**src/rtl/inst_queue_if.sv**
```systemverilog
// Fetch-to-decode instruction queue bus.
//
// Handshake: fetch may raise fifo_w_ena_1/2 at any time; a write is taken
// at the clock edge only when fifo_full was 0 in that cycle, otherwise the
// strobes are ignored (fetch must hold/replay). Decode sees head entries
// through fifo_r_valid_1/2 and tells the queue how many it consumed with
// fifo_r_num; the queue never pops more than it holds.
interface inst_queue_if;
    logic        fifo_w_ena_1;
    logic        fifo_w_ena_2;
    logic [31:0] fifo_w_pc_1;
    logic [31:0] fifo_w_pc_2;
    logic [31:0] fifo_w_inst_1;
    logic [31:0] fifo_w_inst_2;
    logic        fifo_full;
    logic [3:0]  fifo_count;
    logic [1:0]  fifo_r_num;
    logic        fifo_r_valid_1;
    logic        fifo_r_valid_2;
    logic [31:0] fifo_r_pc_1;
    logic [31:0] fifo_r_pc_2;
    logic [31:0] fifo_r_inst_1;
    logic [31:0] fifo_r_inst_2;

    // Fetch/decode side: drives write strobes/data and the consume count.
    modport master (
        output fifo_w_ena_1, fifo_w_ena_2,
        output fifo_w_pc_1, fifo_w_pc_2,
        output fifo_w_inst_1, fifo_w_inst_2,
        output fifo_r_num,
        input  fifo_full, fifo_count,
        input  fifo_r_valid_1, fifo_r_valid_2,
        input  fifo_r_pc_1, fifo_r_pc_2,
        input  fifo_r_inst_1, fifo_r_inst_2
    );

    // Queue side.
    modport slave (
        input  fifo_w_ena_1, fifo_w_ena_2,
        input  fifo_w_pc_1, fifo_w_pc_2,
        input  fifo_w_inst_1, fifo_w_inst_2,
        input  fifo_r_num,
        output fifo_full, fifo_count,
        output fifo_r_valid_1, fifo_r_valid_2,
        output fifo_r_pc_1, fifo_r_pc_2,
        output fifo_r_inst_1, fifo_r_inst_2
    );
endinterface

```
**src/rtl/inst_queue.sv**
```systemverilog
// 8-entry, 2-wide-in / 2-wide-out instruction queue between fetch and decode.
// Writes are compacted at the tail, reads expose head and head+1
// combinationally from registered state; invalid read slots show a NOP (0).
module inst_queue (
    input  logic         clk,
    input  logic         rst,
    input  logic         flush,
    inst_queue_if.slave  q
);
    // Storage (no reset: pointers and count alone define what is valid)
    logic [31:0] mem_pc_q   [8];
    logic [31:0] mem_pc_d   [8];
    logic [31:0] mem_inst_q [8];
    logic [31:0] mem_inst_d [8];

    logic [2:0]  rptr_q, rptr_d;
    logic [2:0]  wptr_q, wptr_d;
    logic [3:0]  count_q, count_d;

    logic        full;
    logic        wr_allow;
    logic [1:0]  push_n;
    logic [1:0]  r_num_clamped;
    logic [1:0]  pop_n;
    logic [2:0]  wptr_p1;
    logic [2:0]  rptr_p1;

    // Full threshold leaves room for one two-wide push; registered count only.
    always_comb begin
        full     = (count_q >= 4'd7);
        wr_allow = !full && !flush;
        wptr_p1  = wptr_q + 3'd1;
        rptr_p1  = rptr_q + 3'd1;
    end

    // Push and pop amounts: strobes ignored when full, pops bounded by count.
    always_comb begin
        push_n = 2'd0;
        if (!full) begin
            push_n = {1'b0, q.fifo_w_ena_1} + {1'b0, q.fifo_w_ena_2};
        end
        r_num_clamped = (q.fifo_r_num == 2'd3) ? 2'd2 : q.fifo_r_num;
        if ({2'b00, r_num_clamped} > count_q) begin
            // Only reachable with count 0 or 1, so the low bits are exact.
            pop_n = count_q[1:0];
        end else begin
            pop_n = r_num_clamped;
        end
    end

    // Storage update: compact accepted writes at wptr; flush discards them.
    always_comb begin
        mem_pc_d   = mem_pc_q;
        mem_inst_d = mem_inst_q;
        if (wr_allow) begin
            if (q.fifo_w_ena_1) begin
                mem_pc_d[wptr_q]   = q.fifo_w_pc_1;
                mem_inst_d[wptr_q] = q.fifo_w_inst_1;
                if (q.fifo_w_ena_2) begin
                    mem_pc_d[wptr_p1]   = q.fifo_w_pc_2;
                    mem_inst_d[wptr_p1] = q.fifo_w_inst_2;
                end
            end else if (q.fifo_w_ena_2) begin
                mem_pc_d[wptr_q]   = q.fifo_w_pc_2;
                mem_inst_d[wptr_q] = q.fifo_w_inst_2;
            end
        end
    end

    // Pointer/count next state; flush empties the queue ahead of push/pop.
    always_comb begin
        rptr_d  = rptr_q + {1'b0, pop_n};
        wptr_d  = wptr_q + {1'b0, push_n};
        count_d = count_q + {2'b00, push_n} - {2'b00, pop_n};
        if (flush) begin
            rptr_d  = 3'd0;
            wptr_d  = 3'd0;
            count_d = 4'd0;
        end
    end

    // Control state registers; reset beats flush, push and pop.
    always_ff @(posedge clk) begin
        if (rst) begin
            rptr_q  <= 3'd0;
            wptr_q  <= 3'd0;
            count_q <= 4'd0;
        end else begin
            rptr_q  <= rptr_d;
            wptr_q  <= wptr_d;
            count_q <= count_d;
        end
    end

    // Storage registers.
    always_ff @(posedge clk) begin
        mem_pc_q   <= mem_pc_d;
        mem_inst_q <= mem_inst_d;
    end

    // Read ports: head and head+1, zeroed (NOP) when not valid.
    always_comb begin
        q.fifo_full      = full;
        q.fifo_count     = count_q;
        q.fifo_r_valid_1 = (count_q >= 4'd1);
        q.fifo_r_valid_2 = (count_q >= 4'd2);
        q.fifo_r_pc_1    = 32'h0;
        q.fifo_r_inst_1  = 32'h0;
        q.fifo_r_pc_2    = 32'h0;
        q.fifo_r_inst_2  = 32'h0;
        if (q.fifo_r_valid_1) begin
            q.fifo_r_pc_1   = mem_pc_q[rptr_q];
            q.fifo_r_inst_1 = mem_inst_q[rptr_q];
        end
        if (q.fifo_r_valid_2) begin
            q.fifo_r_pc_2   = mem_pc_q[rptr_p1];
            q.fifo_r_inst_2 = mem_inst_q[rptr_p1];
        end
    end
endmodule

```
**src/flat_wrapper.sv**
```systemverilog
// flat-port wrapper written by rule: the top's interface ports become plain ports
module inst_queue_flat 
  (clk, rst, flush, q_fifo_w_ena_1, q_fifo_w_ena_2, q_fifo_w_pc_1, q_fifo_w_pc_2, q_fifo_w_inst_1, q_fifo_w_inst_2, q_fifo_r_num, q_fifo_full, q_fifo_count, q_fifo_r_valid_1, q_fifo_r_valid_2, q_fifo_r_pc_1, q_fifo_r_pc_2, q_fifo_r_inst_1, q_fifo_r_inst_2);
  inst_queue_if q_i ();
  input  logic clk;
  input  logic rst;
  input  logic flush;
  input wire logic [$bits(q_i.fifo_w_ena_1)-1:0] q_fifo_w_ena_1;
  input wire logic [$bits(q_i.fifo_w_ena_2)-1:0] q_fifo_w_ena_2;
  input wire logic [$bits(q_i.fifo_w_pc_1)-1:0] q_fifo_w_pc_1;
  input wire logic [$bits(q_i.fifo_w_pc_2)-1:0] q_fifo_w_pc_2;
  input wire logic [$bits(q_i.fifo_w_inst_1)-1:0] q_fifo_w_inst_1;
  input wire logic [$bits(q_i.fifo_w_inst_2)-1:0] q_fifo_w_inst_2;
  input wire logic [$bits(q_i.fifo_r_num)-1:0] q_fifo_r_num;
  output wire logic [$bits(q_i.fifo_full)-1:0] q_fifo_full;
  output wire logic [$bits(q_i.fifo_count)-1:0] q_fifo_count;
  output wire logic [$bits(q_i.fifo_r_valid_1)-1:0] q_fifo_r_valid_1;
  output wire logic [$bits(q_i.fifo_r_valid_2)-1:0] q_fifo_r_valid_2;
  output wire logic [$bits(q_i.fifo_r_pc_1)-1:0] q_fifo_r_pc_1;
  output wire logic [$bits(q_i.fifo_r_pc_2)-1:0] q_fifo_r_pc_2;
  output wire logic [$bits(q_i.fifo_r_inst_1)-1:0] q_fifo_r_inst_1;
  output wire logic [$bits(q_i.fifo_r_inst_2)-1:0] q_fifo_r_inst_2;
  assign q_i.fifo_w_ena_1 = q_fifo_w_ena_1;
  assign q_i.fifo_w_ena_2 = q_fifo_w_ena_2;
  assign q_i.fifo_w_pc_1 = q_fifo_w_pc_1;
  assign q_i.fifo_w_pc_2 = q_fifo_w_pc_2;
  assign q_i.fifo_w_inst_1 = q_fifo_w_inst_1;
  assign q_i.fifo_w_inst_2 = q_fifo_w_inst_2;
  assign q_i.fifo_r_num = q_fifo_r_num;
  assign q_fifo_full = q_i.fifo_full;
  assign q_fifo_count = q_i.fifo_count;
  assign q_fifo_r_valid_1 = q_i.fifo_r_valid_1;
  assign q_fifo_r_valid_2 = q_i.fifo_r_valid_2;
  assign q_fifo_r_pc_1 = q_i.fifo_r_pc_1;
  assign q_fifo_r_pc_2 = q_i.fifo_r_pc_2;
  assign q_fifo_r_inst_1 = q_i.fifo_r_inst_1;
  assign q_fifo_r_inst_2 = q_i.fifo_r_inst_2;
  inst_queue u_core (.clk(clk), .rst(rst), .flush(flush), .q(q_i));
endmodule
```
**config.mk**
```make
export PLATFORM = sky130hd
export DESIGN_NAME = inst_queue_flat
export DESIGN_NICKNAME = d
export VERILOG_FILES = /design/src/rtl/inst_queue_if.sv /design/src/rtl/inst_queue.sv /design/src/flat_wrapper.sv
export SDC_FILE = /design/constraint.sdc
export NUM_CORES = 2
export LEC_CHECK = 0
export CORE_AREA = 2 2 272 328
export DETAILED_ROUTE_END_ITERATION = 7
export DIE_AREA = 0 0 274 330
export PLACE_DENSITY = 0.62
export SYNTH_ARGS = -nofsm -noshare
export SYNTH_HDL_FRONTEND = slang
export SYNTH_SLANG_ARGS = --single-unit
```
**constraint.sdc**
```tcl
create_clock -name clk -period 7.5 [get_ports clk]
set_clock_uncertainty 0.05 [all_clocks]
set_input_delay 1.5 -clock clk [delete_from_list [all_inputs] [get_ports clk]]
set_output_delay 1.5 -clock clk [all_outputs]
set_load 0.05 [all_outputs]
```
Word level (Yosys, flattened, before mapping)
Index checks and enable logic that the tools add are counted.

Add/sub/neg operators: 7. Multiply operators: 0. Divide/modulo/power cells: 0. Magnitude comparators: 10. Equality and inequality tests: 1. Shifts and indexed selects: 0. Muxes and demuxes: 35. Bitwise operators: 4. Reductions and logical operators: 8.

Operators by type and width (count): bitwise mux 256 bit (6); two-way mux 256 bit (6); two-way mux 32 bit (14); binary-select mux 32 bit (select 3 bit) (4); demux 32 bit (select 3 bit) (2); >= comparator 4 bit (second input constant) (4); inverter 3 -> 4 bit (4); < comparator 4 x 1 -> 1 bit (second input constant) (2); adder 3 x 1 -> 3 bit (second input constant) (2); adder 3 x 2 -> 3 bit (2); two-way mux 2 bit (3); adder 4 x 2 -> 4 bit (1); >= comparator 4 x 1 -> 1 bit (second input constant) (1); >= comparator 4 x 2 -> 1 bit (second input constant) (1); >= comparator 4 x 3 -> 1 bit (second input constant) (1); greater-than comparator 2 x 4 -> 1 bit (1); subtractor 4 x 2 -> 4 bit (1); logical AND 1 bit (3); adder 1 x 1 -> 2 bit (1); equality test 2 bit (second input constant) (1); logical NOT 1 bit (2); AND reduction 2 bit (1); nonzero test 2 bit (1); OR reduction 2 bit (1).

Register bits after elaboration: 522. Bits in latches: 0. Bits in writable memories: 0. ROM bits: 0. Input bits: 135. Output and inout bits: 135. Memories: 0.

Longest topological paths before layout
Word-level depth: 9. Mapped depth: 12. Gate-level depth less buffers: 12.

Worst setup path before layout
OpenSTA, ideal clock, no wires.

Path type: input to register. Start: input q_fifo_w_ena_1. End: register u_core.mem_inst_q[0] (netlist name) (enable). Setup time: 0.507 ns. Data arrival time: 5.789 ns. Required time: 6.943 ns. Slack: 1.154 ns. Stages on the path: 7. Buffers on the path: 2. Cells stage by stage: clkbuf_1 > clkbuf_1 > inv_1 > ha_1 > nor2_1 > nand2_1 > a21oi_1.

Word-level cells in the longest chain between the ends: 2.

RTL lines: start: declaration (RTL line flat_wrapper.sv:8) `input wire logic [$bits(q_i.fifo_w_ena_1)-1:0] q_fifo_w_ena_1;`; nonzero test 2 bit (no line); AND reduction 2 bit (no line); end signal: assignment (RTL line inst_queue.sv:98) `mem_inst_q <= mem_inst_d;`; end: declaration (RTL line inst_queue.sv:13) `logic [31:0] mem_inst_q [8];`.

Every way passes these cells. A chain may end at the register's enable or synchronous reset.

Worst setup path in the final report
Start: register u_core.rptr_q[0]. End: output q_fifo_r_pc_2[2].

Word-level cells in the longest chain between the ends: 6.

RTL lines: start: declaration (RTL line inst_queue.sv:16) `logic [2:0] rptr_q, rptr_d;`; start signal: assignment (RTL line inst_queue.sv:89) `rptr_q <= rptr_d;`; adder 3 x 1 -> 3 bit (RTL line inst_queue.sv:33) `rptr_p1 = rptr_q + 3'd1;`; inverter 3 -> 4 bit (implied by the code) (RTL line inst_queue.sv:116) `q.fifo_r_pc_2 = mem_pc_q[rptr_p1];`; binary-select mux 32 bit (select 3 bit) (RTL line inst_queue.sv:116); two-way mux 32 bit (implied by the code) (2 in series) (RTL line inst_queue.sv:116); two-way mux 32 bit (RTL line inst_queue.sv:115) `if (q.fifo_r_valid_2) begin`; end: declaration (RTL line flat_wrapper.sv:20) `output wire logic [$bits(q_i.fifo_r_pc_2)-1:0] q_fifo_r_pc_2;`.

Every way passes these cells. The select of a mux whose other input is x is not followed.

==> results.sh <==
export IMPL_outcome="finished, final reports clean"
export IMPL_area_growth_pct=15.63
export IMPL_finalCritPeriodShare_pct=79.63
export IMPL_numCtsBuffers=57
export IMPL_slowest_delay_ps=990
export IMPL_fmax_mhz=167.5
export IMPL_drtIter0Drc=3307
export IMPL_post_cts_setup_buffers=0
export IMPL_clock_sink_count=522
export IMPL_track_usage_pct=28.70
export IMPL_cts_resized=0
export IMPL_grt_max_degree=122
export IMPL_worst_path_buf_inv=2
export IMPL_fin_crit_ps=5972
export IMPL_grt_first_pass_wirelength_um=189300
export IMPL_cp_cell_sequence="ha_4 > xor2_1 > nor2_4 > buf_4 > a22o_1 > clkdlybuf4s50_1"
export IMPL_hold_viol_final=0
export IMPL_setup_worst_path_class="register to primary output"
export IMPL_synth_seq_cells=522
export IMPL_cts_root_buf="clkbuf_16"
export IMPL_ioPinCount=270
export IMPL_crit_required_ps=5950
export IMPL_maxSlewHeadroom_pct=13.08
export IMPL_ys_seq_area_share_pct=45.00
export IMPL_setup_viol=0
export IMPL_grt_pass1_vias=26127
export IMPL_antenna_left=0
export IMPL_cp_slowest_cell="nor2_4"
export IMPL_crit_path_max_fanout=41
export IMPL_maxSlewViolCount=0
export IMPL_synth_fp_nets=2584
export IMPL_cap_violations=0
export IMPL_ys_warn_count=0
export IMPL_hp_class="register to register"
export IMPL_vias=25736
export IMPL_cts_hold_buf=0
export IMPL_power_leakage_nw=13.80
export IMPL_core_area_um2=87250
export IMPL_antenna_found_initial=15
export IMPL_worst_pin_slew_ps=1301
export IMPL_num_fill_cells=7750
export IMPL_via_per_inst=7.026
export IMPL_cp_top_family="buffers and inverters"
export IMPL_cts_tree="built"
export IMPL_wirelength_um=132100
export IMPL_die_w_um=274
export IMPL_post_synth_num_cell_types=44
export IMPL_power_density_nw_per_um2=310.7
export IMPL_gp_congestion=0.8053
export IMPL_dp_cells=3549
export IMPL_final_cells=3663
export IMPL_grt_overflow=0
export IMPL_cp_start_kind="register"
export IMPL_clock_path_buffers=3
export IMPL_htreeDepth=2
export IMPL_drcViolationCount=0
export IMPL_place_hpwl_um=74360
export IMPL_syn_area_per_cell_um2=14.24
export IMPL_dieArea_um2=90420
export IMPL_end_kind="primary output"
export IMPL_wl_per_cell_um=36.08
export IMPL_dr_pass1_iters=6
export IMPL_layout_drive_gt1_share_pct=17.98
export IMPL_fin_nets=2613
export IMPL_arrival_ps=4420
export IMPL_initial_core_util_pct=39.67
export IMPL_synthesis_area_um2=34610
export IMPL_worst_skew_pair_late_latency_ps=650
export IMPL_synth_cells=2430
export IMPL_fp_row_count=119
export IMPL_ir_worst_vdd_uv=195.6
export IMPL_fp_dieH_um=330
export IMPL_io_buffers=269
export IMPL_rsz0062_at_grt="false"
export IMPL_clk_pin_slew_ps=60
export IMPL_setup_tns_ps=0
==> sequential cells by signal, summed over array words and instances (netlist names) <==
signal	cells
u_core.q.fifo_count	4
u_core.wptr_q	3
u_core.rptr_q	3
u_core.mem_pc_q	256
u_core.mem_inst_q	256
==> worst min-delay path: stages, from the launching register on <==
cell and delay [ps]:
dfxtp_1 370, xor2_1 170, nor2_1 50
==> worst paths after layout <==
check / start / endpoint / slack [ps] / depth (start not counted)
setup / recovery: u_core.rptr_q[0]$_SDFF_PP0_ / q_fifo_r_pc_2[2] / 1530 / 6
hold / removal: u_core.rptr_q[2]$_SDFF_PP0_ / u_core.rptr_q[2]$_SDFF_PP0_ / 590 / 2
hold reg to reg: u_core.rptr_q[2]$_SDFF_PP0_ / u_core.rptr_q[2]$_SDFF_PP0_ / 590 / 2
setup reg to reg: u_core.wptr_q[0]$_SDFF_PP0_ / u_core.mem_inst_q[41]$_DFFE_PP_ / 3660 / 5
==> cell families (layout without fill, tap and decap cells) <==
| group | Yosys count | count (layout) | synth area share (%) |
|---|---|---|---|
| other | 0 | 11 | 0 |
| XOR/XNOR | 6 | 6 | 0.1952 |
| buffers and inverters | 390 | 463 | 4.656 |
| AND/OR/NAND/NOR | 53 | 53 | 0.8386 |
| adder cells (fa/ha/maj) | 19 | 19 | 0.7736 |
| flip-flops | 522 | 522 | 45.00 |
| multiplexers | 772 | 772 | 31.58 |
| AO/OA/AOI/OAI | 668 | 668 | 16.96 |
==> power by group <==
group	internal (W)	switching, W	leakage, nW	total, W
registers	0.00367	0.000300	4.93	0.00397
logic	0.00211	0.00347	7.98	0.00558
clock network	0.00163	0.00126	0.882	0.00289
==> cells in the mapped netlist <==
cell type,instances,area (µm²)
o2bb2ai_1,512,4484
o21ai_0,1,5.000
o32ai_4,2,55.05
a21oi_1,6,30.03
nand3b_1,6,45.04
and2_1,6,37.54
xor2_1,3,26.28
xnor2_1,1,8.760
or2_1,1,6.260
nor2_1,16,60.06
nand4_1,1,6.260
or3_1,1,6.260
nor2b_1,2,12.51
o22ai_2,4,50.05
inv_1,16,60.06
mux2i_1,515,5155
mux2_2,1,11.26
edfxtp_1,512,15370
buf_1,101,379.1
xnor2_2,1,16.27
a31oi_1,1,6.260
a21o_1,1,7.510
o21ai_2,4,35.03
o211ai_1,1,7.510
a22o_1,128,1121
ha_1,15,187.7
a21boi_0,2,15.01
or3b_2,1,8.760
nand2b_1,4,25.02
xor2_2,1,16.27
nor3b_1,3,22.52
nor3_1,1,5.000
nand2_1,5,18.77
buf_4,5,37.54
clkbuf_1,165,619.3
mux4_2,256,5766
o32ai_2,2,32.53
nand4b_1,1,8.760
or2_2,2,12.51
o21ai_1,4,20.02
buf_2,103,515.5
dfxtp_1,10,200.2
fa_1,4,80.08
nand3_1,3,15.01
==> cells in the final DEF, fill, tap and decap left out, types with 7 or more instances in the layout <==
master	count
a22o_1	128
buf_12	11
buf_4	64
bufinv_16	7
clkbuf_1	13
clkbuf_16	57
clkdlybuf4s50_1	269
clkinv_1	13
clkinv_2	9
dfxtp_1	8
diode_2	11
edfxtp_1	512
ha_1	14
inv_1	16
mux2i_1	515
mux4_2	256
nor2_1	11
o21ai_4	8
o2bb2ai_1	512
==> per-layer routing <==
metal	up-vias	part of all wire [%]	GRT usage, %
met1	13391	38	37.66
li1	10241	-	-
met2	1760	48	46.46
met5	-	0.068	0
met3	330	9.9	5.736
met4	14	4.1	12.00
==> cell type report <==
type	count	area, µm²	area share [%]
repair buffers	344	3393	8.478
inverters	16	60.06	0.1501
flip-flops and latches	522	15580	38.93
clock buffers	70	1475	3.686
clock inverters	33	336.6	0.8409
well taps	1149	1438	3.592
multi-input cells	1518	17710	44.25
diodes	11	27.53	0.06877
==> metrics by stage <==
stage          instance area, µm²  hold WS, ps  setup slack [ps]  power (W)  util [%]
2_1_floorplan               34610        484.1              1154   0.007600         -
3_3_place_gp                38190        572.4              2168   0.009496     43.76
3_5_place_dp                38190        574.6              2166   0.009570     43.76
4_1_cts                     40000        594.0              1519    0.01245     45.84
5_1_grt                     40010        626.4              1495    0.01279     45.86
6_report                    40020        588.0              1528    0.01244     45.87
Note: power is estimated with default switching activity, not from simulation.
